==> config.mk <==
export PLATFORM = sky130hd
export DESIGN_NAME = pc_next_unit
export DESIGN_NICKNAME = d
export VERILOG_FILES = /design/src/rtl/pc_next_unit.sv
export SDC_FILE = /design/constraint.sdc
export NUM_CORES = 1
export LEC_CHECK = 0
export ABC_AREA = 1
export BUFFER_PORTS_ARGS = -buffer_cell sky130_fd_sc_hd__buf_2
export CELL_PAD_IN_SITES_DETAIL_PLACEMENT = 1
export CELL_PAD_IN_SITES_GLOBAL_PLACEMENT = 1
export CORE_MARGIN = 10
export CORE_UTILIZATION = 42
export DETAILED_ROUTE_END_ITERATION = 16
export GPL_ROUTABILITY_DRIVEN = 0
export GPL_TIMING_DRIVEN = 1
export PLACE_DENSITY_LB_ADDON = 0.1
export SLEW_MARGIN = 20
export SYNTH_ARGS = -nofsm -noshare
export SYNTH_HDL_FRONTEND = slang
export SYNTH_SLANG_ARGS = --single-unit
==> constraint.sdc <==
create_clock -name clk -period 9.6 [get_ports clk]
set_clock_uncertainty 0.05 [all_clocks]
set_input_delay 2.4 -clock clk [delete_from_list [all_inputs] [get_ports clk]]
set_output_delay 2.4 -clock clk [all_outputs]
set_load 0.01 [all_outputs]
==> src/rtl/pc_next_unit.sv <==
// Fetch PC register: PC+4 advance, stall hold, branch redirect with flush and mispredict counter.
// Optional direct-mapped BTB predictor compiled in when PC_BTB_EN is defined.
module pc_next_unit #(
  parameter int                 ADDR_W       = 64,
  parameter int                 COND_OFS_W   = 19,
  parameter int                 UNCOND_OFS_W = 26,
  parameter logic [ADDR_W-1:0]  RESET_PC     = '0,
  parameter int                 BTB_DEPTH    = 8
) (
  input  logic              clk,
  input  logic              reset,
  input  logic              stall,
  output logic [ADDR_W-1:0] pc,
  output logic              pred_taken,
  input  logic              br_valid,
  input  logic              br_taken,
  input  logic              br_pred_taken,
  input  logic              uncond_br,
  input  logic [31:0]       br_instr,
  input  logic [ADDR_W-1:0] br_pc,
  output logic              flush,
  output logic [31:0]       mispredict_cnt
);

  logic [ADDR_W-1:0] ofs;
  logic [ADDR_W-1:0] tgt;
  logic [ADDR_W-1:0] fall;
  logic [ADDR_W-1:0] pred_tgt;
  logic [ADDR_W-1:0] pc_nxt;
  logic              redirect;

  // Conditional offset sits at [23:5]; unconditional at [25:0]
  always_comb begin
    ofs = '0;
    if (uncond_br)
      ofs = {{(ADDR_W-UNCOND_OFS_W){br_instr[UNCOND_OFS_W-1]}}, br_instr[UNCOND_OFS_W-1:0]};
    else
      ofs = {{(ADDR_W-COND_OFS_W){br_instr[COND_OFS_W+4]}}, br_instr[COND_OFS_W+4:5]};
  end

  assign tgt      = br_pc + (ofs << 2);
  assign fall     = br_pc + ADDR_W'(4);
  assign redirect = br_valid & (br_taken != br_pred_taken);
  assign flush    = redirect & ~reset;

  always_comb begin
    pc_nxt = pc + ADDR_W'(4);
    if (redirect)
      pc_nxt = br_taken ? tgt : fall;
    else if (stall)
      pc_nxt = pc;
    else if (pred_taken)
      pc_nxt = pred_tgt;
  end

  always_ff @(posedge clk) begin
    if (reset) begin
      pc             <= RESET_PC;
      mispredict_cnt <= '0;
    end else begin
      pc <= pc_nxt;
      if (redirect && mispredict_cnt != 32'hFFFF_FFFF)
        mispredict_cnt <= mispredict_cnt + 32'd1;
    end
  end

`ifdef PC_BTB_EN
  localparam int IDX_W = $clog2(BTB_DEPTH);
  localparam int TAG_W = ADDR_W - 2;

  logic [BTB_DEPTH-1:0] btb_valid;
  logic [TAG_W-1:0]     btb_tag [BTB_DEPTH];
  logic [ADDR_W-1:0]    btb_tgt [BTB_DEPTH];
  logic [IDX_W-1:0]     rd_idx;
  logic [IDX_W-1:0]     wr_idx;
  logic                 unused_ok;

  assign rd_idx     = pc[2 +: IDX_W];
  assign wr_idx     = br_pc[2 +: IDX_W];
  assign pred_taken = btb_valid[rd_idx] && (btb_tag[rd_idx] == pc[ADDR_W-1:2]);
  assign pred_tgt   = btb_tgt[rd_idx];
  assign unused_ok  = ^br_instr[31:26];

  // Writes land at the clock edge, so a same-cycle lookup sees the old entry
  always_ff @(posedge clk) begin
    if (reset) begin
      btb_valid <= '0;
    end else if (br_valid) begin
      if (br_taken)
        btb_valid[wr_idx] <= 1'b1;
      else if (btb_tag[wr_idx] == br_pc[ADDR_W-1:2])
        btb_valid[wr_idx] <= 1'b0;
    end
  end

  always_ff @(posedge clk) begin
    if (!reset && br_valid && br_taken) begin
      btb_tag[wr_idx] <= br_pc[ADDR_W-1:2];
      btb_tgt[wr_idx] <= tgt;
    end
  end
`else
  logic unused_ok;

  assign pred_taken = 1'b0;
  assign pred_tgt   = '0;
  assign unused_ok  = ^{br_instr[31:26], 32'(BTB_DEPTH)};
`endif

endmodule

==> impl_metrics.tcl, run 1 <==
set metrics [dict create \
    outcome "complete, no violations" \
    tns_ns 0 \
    initial_core_util 0.4232 \
    numCtsBuffers 9 \
    clkSlewWorstSetupHoldPaths_ns 0.07 \
    row_count 61 \
    via_per_inst 5.512 \
    fp.dieH_um 186.9 \
    p_sw_frac 0.4026 \
    end_kind "primary output" \
    dr.pass1.iters 5 \
    power_density_nw_per_um2 106.1 \
    slowest_delay_ns 0.56 \
    slew_violations 0 \
    cts_buffer_depth 2 \
    drc_errors 0 \
    drive_gt1_frac 0.1073 \
    fill_cells 4205 \
    dp_hpwl_um 42250 \
    p_sw_uw 571.0 \
    die_w_um 186.9 \
    core-area_um2 27630 \
    p_leak_uw 0.006547 \
    hold_class "reg -> reg" \
    cp.depth 7 \
    synth_area_leaders "nand2_1 21%, dfxtp_1 16%, inv_1 10%, nor2_1 9.2%, a21oi_1 7.1%" \
    setup_viol 0 \
    seq_area_frac_synth 0.1644 \
    cts_hold_repair.buffers 0 \
    clkPwrFrac 0.303 \
    nNetsFinal 2502 \
    final_util 0.4837 \
    crit_arrival_ns 3.91 \
    crit_family "buffers and inverters" \
    power_frac_comb 0.368 \
    worst_setup_path_start_kind "primary input" \
    dieArea_um2 34910 \
    wl_um 51040 \
    grt_pass1_vias 15217 \
    wire_per_inst_um 18.78 \
    cap_violations 0 \
    fin_crit_ns 6.355 \
    cts_tree "yes" \
    yosysTopAreaCell "nand2_1" \
    path_buf_inv 4 \
    reg2regPathDepth 14 \
    port-buffer-count 193 \
    finalHoldViolations 0 \
    synth_nets 2335 \
    seqPwrFrac 0.329 \
    peakVddDrop_uv 66.88 \
    crit_chain "buf_2 > nor2_1 > nor2_4 > buf_4 > inv_2 > nor2_1 > buf_2" \
    cts_resized 0 \
    final_common_cell "nand2_1" \
    fmax_ghz 0.1574 \
    grt-ovfl-total 0 \
    intPower_uw 847.2 \
    vias 14976 \
    clock_latency_ns 0.35 \
    synth.distinct_cells 48 \
    synth_cells 2168 \
    slew_headroom 0.3187 \
    antenna_found_initial 0 \
    syn_avg_cell_area_um2 5.393 \
    ant_nets 0 \
    diodes 0 \
    period_share 0.6620 \
    grt_usage 0.2843 \
    post-cts-setup-buffers 0 \
    area_growth_pct 14.30 \
    cts-root-buf "clkbuf_16" \
    rsz0062_at_grt "no" \
    synth_seq_cells 96 \
    num_io_pins 201 \
    hold_depth 2 \
    grt_pass1_wl_um 81560 \
    htree_levels 3 \
    syn_area_um2 11690 \
    crit_required_ns 7.15 \
    drt_iter0_drc 1108 \
    worstSetupPathType "in -> out" \
    synth.top_cell.area_share 0.2077 \
    cp_max_fo 54 \
    tightest_slew_ns 1.020 \
    grt_max_degree 67 \
    critPathSlowestCell "buf_4" \
    yosysWarningCount 0 \
    cts_sinks 96 \
    layout_common_cells "647 x nand2_1, 325 x inv_1, 287 x nor2_1" \
]
[worst paths after layout]
| kind | startpoint | endpoint | slack [ns] |
|---|---|---|---|
| worst min-delay path | mispredict_cnt[25] | mispredict_cnt[25] | 0.45 |
| worst max-delay path | br_taken | flush | 3.24 |
| worst min register to register | mispredict_cnt[25] | mispredict_cnt[25] | 0.45 |
| worst max register to register | pc[2] | pc[54] | 6.92 |
[sequential cells by signal (all words and copies together), names as in the netlist]
| signal | cells |
|---|---|
| pc | 64 |
| mispredict_cnt | 32 |
[cells in the mapped netlist (all sizes together)]
| cell type | n |
|---|---|
| xor2 | 32 |
| nor4 | 11 |
| xnor2 | 17 |
| dfxtp | 96 |
| a221oi | 1 |
| nor3b | 5 |
| ha | 63 |
| nand4 | 39 |
| nor2 | 295 |
| o221ai | 3 |
| a21boi | 1 |
| a211oi | 4 |
| fa | 1 |
| clkbuf | 37 |
| o21bai | 12 |
| a311oi | 2 |
| a21o | 1 |
| nor3 | 64 |
| a21oi | 167 |
| a22o | 1 |
| nand3b | 8 |
| inv | 326 |
| nand3 | 133 |
| clkinv | 4 |
| o21a | 2 |
| o211ai | 6 |
| a31oi | 8 |
| nand2 | 654 |
| o21ai | 160 |
| buf | 6 |
| or2 | 8 |
| conb | 1 |
[through the flow]
step	hold slack, ns	setup slack, ns	total power, uW	instance area, um2	instances
after floorplan	0.4453	3.538	792.9	11690	2168
after global placement	0.4210	3.258	971.9	13020	2702
after detailed placement	0.4359	3.143	989.5	13020	2702
after CTS	0.4486	3.242	1416	13360	2717
after global routing	0.4703	3.095	1507	13360	2717
final	0.4466	3.245	1418	13360	2717
[power by group through the flow]
stage	clock network, uW	logic (uW)	registers (uW)
CTS	432	518	466
finish	430	521	467
floorplan	0	319	474
global placement	0	498	473
global route	453	583	471
detailed placement	0	515	475
[routing by layer]
metal	share of wire	global-route usage	vias up
met5	0	0	-
met4	0.031	0.08592	0
met3	0.063	0.03617	73
met2	0.46	0.4794	498
met1	0.45	0.3694	7100
li1	-	-	7305
[final cells by class]
cell class | count | area (um2) | area share
timing repair buffer | 199 | 1011 | 0.07565
tap | 378 | 473.0 | 0.03539
sequential | 96 | 1922 | 0.1438
clock inverter | 6 | 116.4 | 0.008707
multi-input combinational | 1699 | 8377 | 0.6268
clock buffer | 9 | 225.2 | 0.01685
inverter | 330 | 1240 | 0.09278
[cell families after synthesis]
group | count (synthesis) | synth area share
and+or+nand+nor | 1217 | 0.4427
buffers and inverters | 373 | 0.1206
AOI/OAI and AO/OA | 368 | 0.1662
DFF | 96 | 0.1644
adders and majority gates | 64 | 0.06913
xor gates and xnor gates | 49 | 0.03670
other | 1 | 0.0003207
[worst reg2reg max path, stage by stage, from the launching register on]
cell and delay [ns]:
dfxtp_1 0.41, ha_1 0.24, nand2_2 0.09, nor2_4 0.23
nand2_4 0.15, nor2_8 0.22, nand2_2 0.11, nor2_2 0.19
nand4_1 0.19, nor2_1 0.19, nand3_1 0.11, nand2_1 0.11
nand3_1 0.08, nand2_1 0.12, nor2_1 0.05
No activity file was read; power rests on OpenSTA's default activity.
==> inputs of run 2 (changes only) <==
- CORE_UTILIZATION: 42 -> 39
- clock period: 9.6 -> 6.6 ns (I/O delays scaled with it)
==> impl_metrics.tcl, run 2 (synthesis results as in run 1) <==
set metrics [dict create \
    grt-busiest-layer "met2" \
    htree_levels 3 \
    cts_hold_repair.buffers 0 \
    reg_top3 "pc x64, mispredict_cnt x32" \
    grt_pass1_wl_um 80970 \
    cts_resized 0 \
    met2_usage 0.4547 \
    cp_max_fo 26 \
    fin_area_um2 13360 \
    finalHoldViolations 0 \
    end_kind "flop" \
    grt_pass1_vias 14969 \
    critPathSlowestCell "nor3_1" \
    tns_ns 0 \
    initial_core_util 0.3945 \
    wire_per_inst_um 19.06 \
    period_share 0.7421 \
    power_frac_comb 0.382 \
    met1_usage 0.3608 \
    place_area_um2 13070 \
    port-buffer-count 193 \
    rsz0062_at_grt "no" \
    intPower_uw 1165 \
    seqPwrFrac 0.341 \
    drt_iter0_drc 1158 \
    clkPwrFrac 0.277 \
    p_sw_frac 0.4165 \
    dp_hpwl_um 43490 \
    layout_common_cells "647 x nand2_1, 325 x inv_1, 287 x nor2_1" \
    regArea_um2 1922 \
    grt_max_degree 67 \
    core-area_um2 29640 \
    p_sw_uw 831.7 \
    row_count 63 \
    slew_violations 0 \
    fp.dieH_um 193.2 \
    cts_tree "yes" \
    cp_common_cell "nand2_1" \
    num_io_pins 201 \
    fmax_ghz 0.2042 \
    area_growth_pct 14.29 \
    power_density_nw_per_um2 149.4 \
    crit_arrival_ns 5.09 \
    fill_cells 4425 \
    peakVddDrop_uv 110.9 \
    cts_sinks 96 \
    grt-ovfl-total 0 \
    crit_required_ns 6.79 \
    nNetsFinal 2506 \
    worstSetupPathType "in -> reg" \
    drc_errors 0 \
    p_leak_uw 0.006554 \
    ant_nets 0 \
    cts-root-buf "clkbuf_16" \
    via_per_inst 5.471 \
    diodes 0 \
    largest_reg_flops 64 \
    setup_viol 0 \
    hold_class "reg -> reg" \
    reg2reg_slack_ns 3.94 \
    outcome "complete, no violations" \
    post-cts-setup-buffers 0 \
    regMostFlops "pc" \
    grt_usage 0.2736 \
    grtUsageMet3 0.03777 \
    pre_cts_ws_ns 1.464 \
    fin_crit_ns 4.898 \
    path_buf_inv 3 \
    cts_buffer_depth 2 \
    clock_latency_ns 0.37 \
    final_common_cell "nand2_1" \
    dr.pass1.iters 5 \
    wl_um 52100 \
    final_util 0.4509 \
    tightest_slew_ns 0.8374 \
    numCtsBuffers 9 \
    slowest_delay_ns 0.67 \
    die_w_um 193.2 \
    clkSlewWorstSetupHoldPaths_ns 0.07 \
    slew_headroom 0.4417 \
    worst_setup_path_start_kind "primary input" \
    crit_chain "buf_2 > clkinv_1 > nand2_1 > a21oi_4 > buf_4 > ha_1 > nand2_1 > nor3_1 > nand2_1 > o21bai_1 > nand4_1 > nand2_1 > nor2_1 > nor2_1" \
    cap_violations 0 \
    antenna_found_initial 1 \
    fin_ws_ns 1.702 \
    drive_gt1_frac 0.1093 \
    multi_input_area_um2 8377 \
    hold_slack_ns 0.4513 \
    crit_family "simple AND/OR/NAND/NOR gates" \
    dieArea_um2 37310 \
    vias 14951 \
]
-- run 2: cell types whose count changed in the layout (fill, tap and decap cells not counted), sizes merged --
cell and change:
clkinv +1, clkinvlp -1, inv +1, buf +4
bufinv -2, clkbuf +1
-- run 2: worst register-to-register path, cell delays in order, from the launching register on --
cell and delay (ns):
dfxtp_1 0.50, nand2_1 0.17, nor3_1 0.64, nand4_1 0.50, nor2_1 0.33, nand2_1 0.09, nand2_1 0.07, nand3_1 0.06
nand2_1 0.10, nor2_1 0.05
-- run 2: worst paths after layout --
| kind | startpoint | end | depth (start not counted) |
|---|---|---|---|
| setup / recovery | uncond_br | pc[54] | 14 |
| hold / removal | mispredict_cnt[25] | mispredict_cnt[25] | 2 |
| setup reg to reg | pc[37] | pc[59] | 9 |
| hold reg to reg | mispredict_cnt[25] | mispredict_cnt[25] | 2 |
-- run 2: routing by layer --
metal  wire (um)  vias up
li1            -     7312
met1       23650     7119
met2       23700      452
met3        3299       68
met4        1457        0
met5           0        -
-- run 2: cell type report --
cell class / instances / share of cell area
Inverter: 330 / 0.09279
Multi-Input combinational cell: 1699 / 0.6269
Tap cell: 390 / 0.03652
Clock inverter: 5 / 0.004213
Timing Repair Buffer: 203 / 0.07790
Clock buffer: 10 / 0.01788
Sequential cell: 96 / 0.1438
-- run 2: metrics by stage --
stage                     instances  power (uW)
after CTS                      2733        1999
final                          2733        1997
after global routing           2733        2130
after detailed placement       2718        1448
after global placement         2718        1424
after floorplan                2168        1153
-- run 2: power groups by stage --
stage / Clock, uW / Combinational [uW] / Sequential [uW]
floorplan: 0 / 463 / 690
global placement: 0 / 734 / 689
detailed placement: 0 / 756 / 692
CTS: 560 / 760 / 679
global route: 589 / 854 / 686
finish: 554 / 763 / 680
==> inputs of run 3 (changes only) <==
- ABC_AREA: 1 -> 0
- CORE_UTILIZATION: 39 -> 40
- clock period: 6.6 -> 4.8 ns (I/O delays scaled with it)
==> impl_metrics.tcl, run 3 <==
set metrics [dict create \
    outcome "complete, no violations" \
    wire_per_inst_um 18.95 \
    cp_common_cell "buf_4" \
    num_io_pins 201 \
    hold_class "reg -> reg" \
    drt_iter0_drc 414 \
    cts_sinks 96 \
    total_power_uw 2596 \
    slew_headroom 0.2931 \
    tightest_slew_ns 1.060 \
    cts_buffer_depth 2 \
    core-area_um2 21150 \
    crit_arrival_ns 4.67 \
    slowest_delay_ns 0.38 \
    p_leak_uw 0.004717 \
    layout_common_cells "193 x buf_2, 128 x nor2_1, 116 x nand2_1" \
    vias 9197 \
    reg_top3 "pc x64, mispredict_cnt x32" \
    synthTopCellsByCount "128 x nor2_1, 116 x nand2_1, 96 x dfxtp_1, 81 x a21oi_1, 73 x xor2_1" \
    clock_latency_ns 0.36 \
    peakVddDrop_uv 157.9 \
    post-cts-setup-buffers 0 \
    power_density_nw_per_um2 244.6 \
    cts-root-buf "clkbuf_16" \
    cp_max_fo 8 \
    worstSetupPathType "in -> reg" \
    wl_um 31060 \
    critPathSlowestCell "o21bai_1" \
    hold_slack_ns 0.4111 \
    synth_edf_count 0 \
    cts_tree "yes" \
    initial_core_util 0.4089 \
    synth_seq_cells 96 \
    fp.dieH_um 167.1 \
    slew_violations 0 \
    synth.top_cell.area_share 0.2222 \
    crit_required_ns 5.00 \
    fmax_ghz 0.2235 \
    die_w_um 167.1 \
    yosysTopAreaCell "dfxtp_1" \
    clkSlewWorstSetupHoldPaths_ns 0.07 \
    synth-main-ff-cell "dfxtp_1" \
    drive_gt1_frac 0.2214 \
    yosysWarningCount 0 \
    rsz0062_at_grt "no" \
    via_per_inst 5.611 \
    grt-ovfl-total 0 \
    diodes 0 \
    area_growth_pct 22.73 \
    grt_usage 0.2125 \
    async_flop_share 0 \
    syn_avg_cell_area_um2 7.601 \
    dieArea_um2 27910 \
    regMostFlops "pc" \
    cts_hold_repair.buffers 0 \
    yosysMostFrequentCell "nor2_1" \
    ant_nets 0 \
    seq_area_frac_synth 0.2222 \
    drc_errors 0 \
    end_kind "flop" \
    synth_cells 1138 \
    final_util 0.5018 \
    synth_nets 1305 \
    port-buffer-count 193 \
    antenna_found_initial 0 \
    grt_pass1_vias 9474 \
    row_count 53 \
    cap_violations 0 \
    final_common_cell "buf_2" \
    grt_pass1_wl_um 49880 \
    htree_levels 3 \
    tns_ns 0 \
    crit_chain "buf_2 > buf_4 > buf_4 > nand2_1 > a21boi_4 > buf_12 > buf_4 > ha_1 > nand4_1 > nor3_1 > buf_4 > nand2_1 > o211ai_1 > buf_4 > a2111oi_2 > buf_4 > o21bai_1 > o211ai_1 > buf_4 > a221o_1" \
    nNetsFinal 1526 \
    cts_resized 0 \
    largest_reg_flops 64 \
    fin_crit_ns 4.475 \
    dp_hpwl_um 24750 \
    numCtsBuffers 9 \
    dr.pass1.iters 8 \
    worst_setup_path_start_kind "primary input" \
    period_share 0.9323 \
    synth_area_leaders "dfxtp_1 22%, ha_1 9.1%, xor2_1 7.4%, xnor2_1 6.1%, nor2_1 5.6%" \
    synth.distinct_cells 78 \
    finalHoldViolations 0 \
    syn_area_um2 8650 \
    grt_max_degree 91 \
    setup_viol 0 \
]
==> run 3: cell count changes in the layout (fill, tap and decap cells not counted), moves of 57 or more <==
cell | previous run | this run
buf_4 | 10 | 67
a21oi_1 | 166 | 81
nand3_1 | 129 | 34
o21ai_0 | 156 | 37
nor2_1 | 287 | 128
nand2_1 | 647 | 116
inv_1 | 325 | 17
==> run 3: critical path, delay by kind of cell <==
kind / cells / cell delay [ns]
buffers and inverters: 9 / 1.36
AOI/OAI and AO/OA: 6 / 1.19
and+or+nand+nor: 4 / 0.58
adders and majority gates: 1 / 0.32
==> run 3: cell type report <==
cell class	instances	area [um2]
Multi-Input combinational cell	972	6450
Clock inverter	7	81.33
Sequential cell	96	1922
Tap cell	275	344.1
Fill cell	2734	10540
Timing Repair Buffer	263	1529
Clock buffer	9	225.2
Inverter	17	63.81
==> run 3: cell families (layout without fill, tap and decap cells) <==
logic type | Yosys count | after routing | share of synthesized area
AND/OR/NAND/NOR | 460 | 460 | 0.2656
AO/OA/AOI/OAI | 293 | 293 | 0.2258
XOR/XNOR | 133 | 133 | 0.1347
flip-flops | 96 | 96 | 0.2222
buffers and inverters | 70 | 296 | 0.03356
adder cells (fa/ha/maj) | 64 | 64 | 0.09345
multiplexers | 21 | 21 | 0.02430
other | 1 | 1 | 0.0004335
==> run 3: stage by stage <==
stage | instance area (um2) | cells | worst slack, ns
5_1_grt | 10620 | 1639 | 0.09951
3_5_place_dp | 10250 | 1617 | 0.002757
6_report | 10620 | 1639 | 0.3250
2_1_floorplan | 8661 | 1138 | 0.01124
3_3_place_gp | 10250 | 1617 | 0.08358
4_1_cts | 10560 | 1633 | 0.3501
==> run 3: worst paths after layout <==
| check | start | to | slack, ns | cells past startpoint |
|---|---|---|---|---|
| worst max-delay path | uncond_br | pc[60] | 0.32 | 20 |
| worst min-delay path | pc[0] | pc[0] | 0.41 | 2 |
| worst max register to register | pc[2] | pc[52] | 1.65 | 10 |
| worst min register to register | pc[0] | pc[0] | 0.41 | 2 |
==> run 3: routing by layer <==
metal,routed length (um),vias up,GRT usage,share of wire
li1,-,4588,-,-
met1,14740,4389,0.2773,0.47
met2,14370,193,0.3518,0.46
met3,1517,27,0.04189,0.049
met4,431,0,0.04887,0.014
met5,0,-,0,0
==> run 3: power breakdown <==
group          leakage (uW)  internal [uW]  switching [uW]
sequential         0.000785            849            68.2
combinational       0.00378            395             534
clock              0.000150            373             376
total               0.00472           1620             979
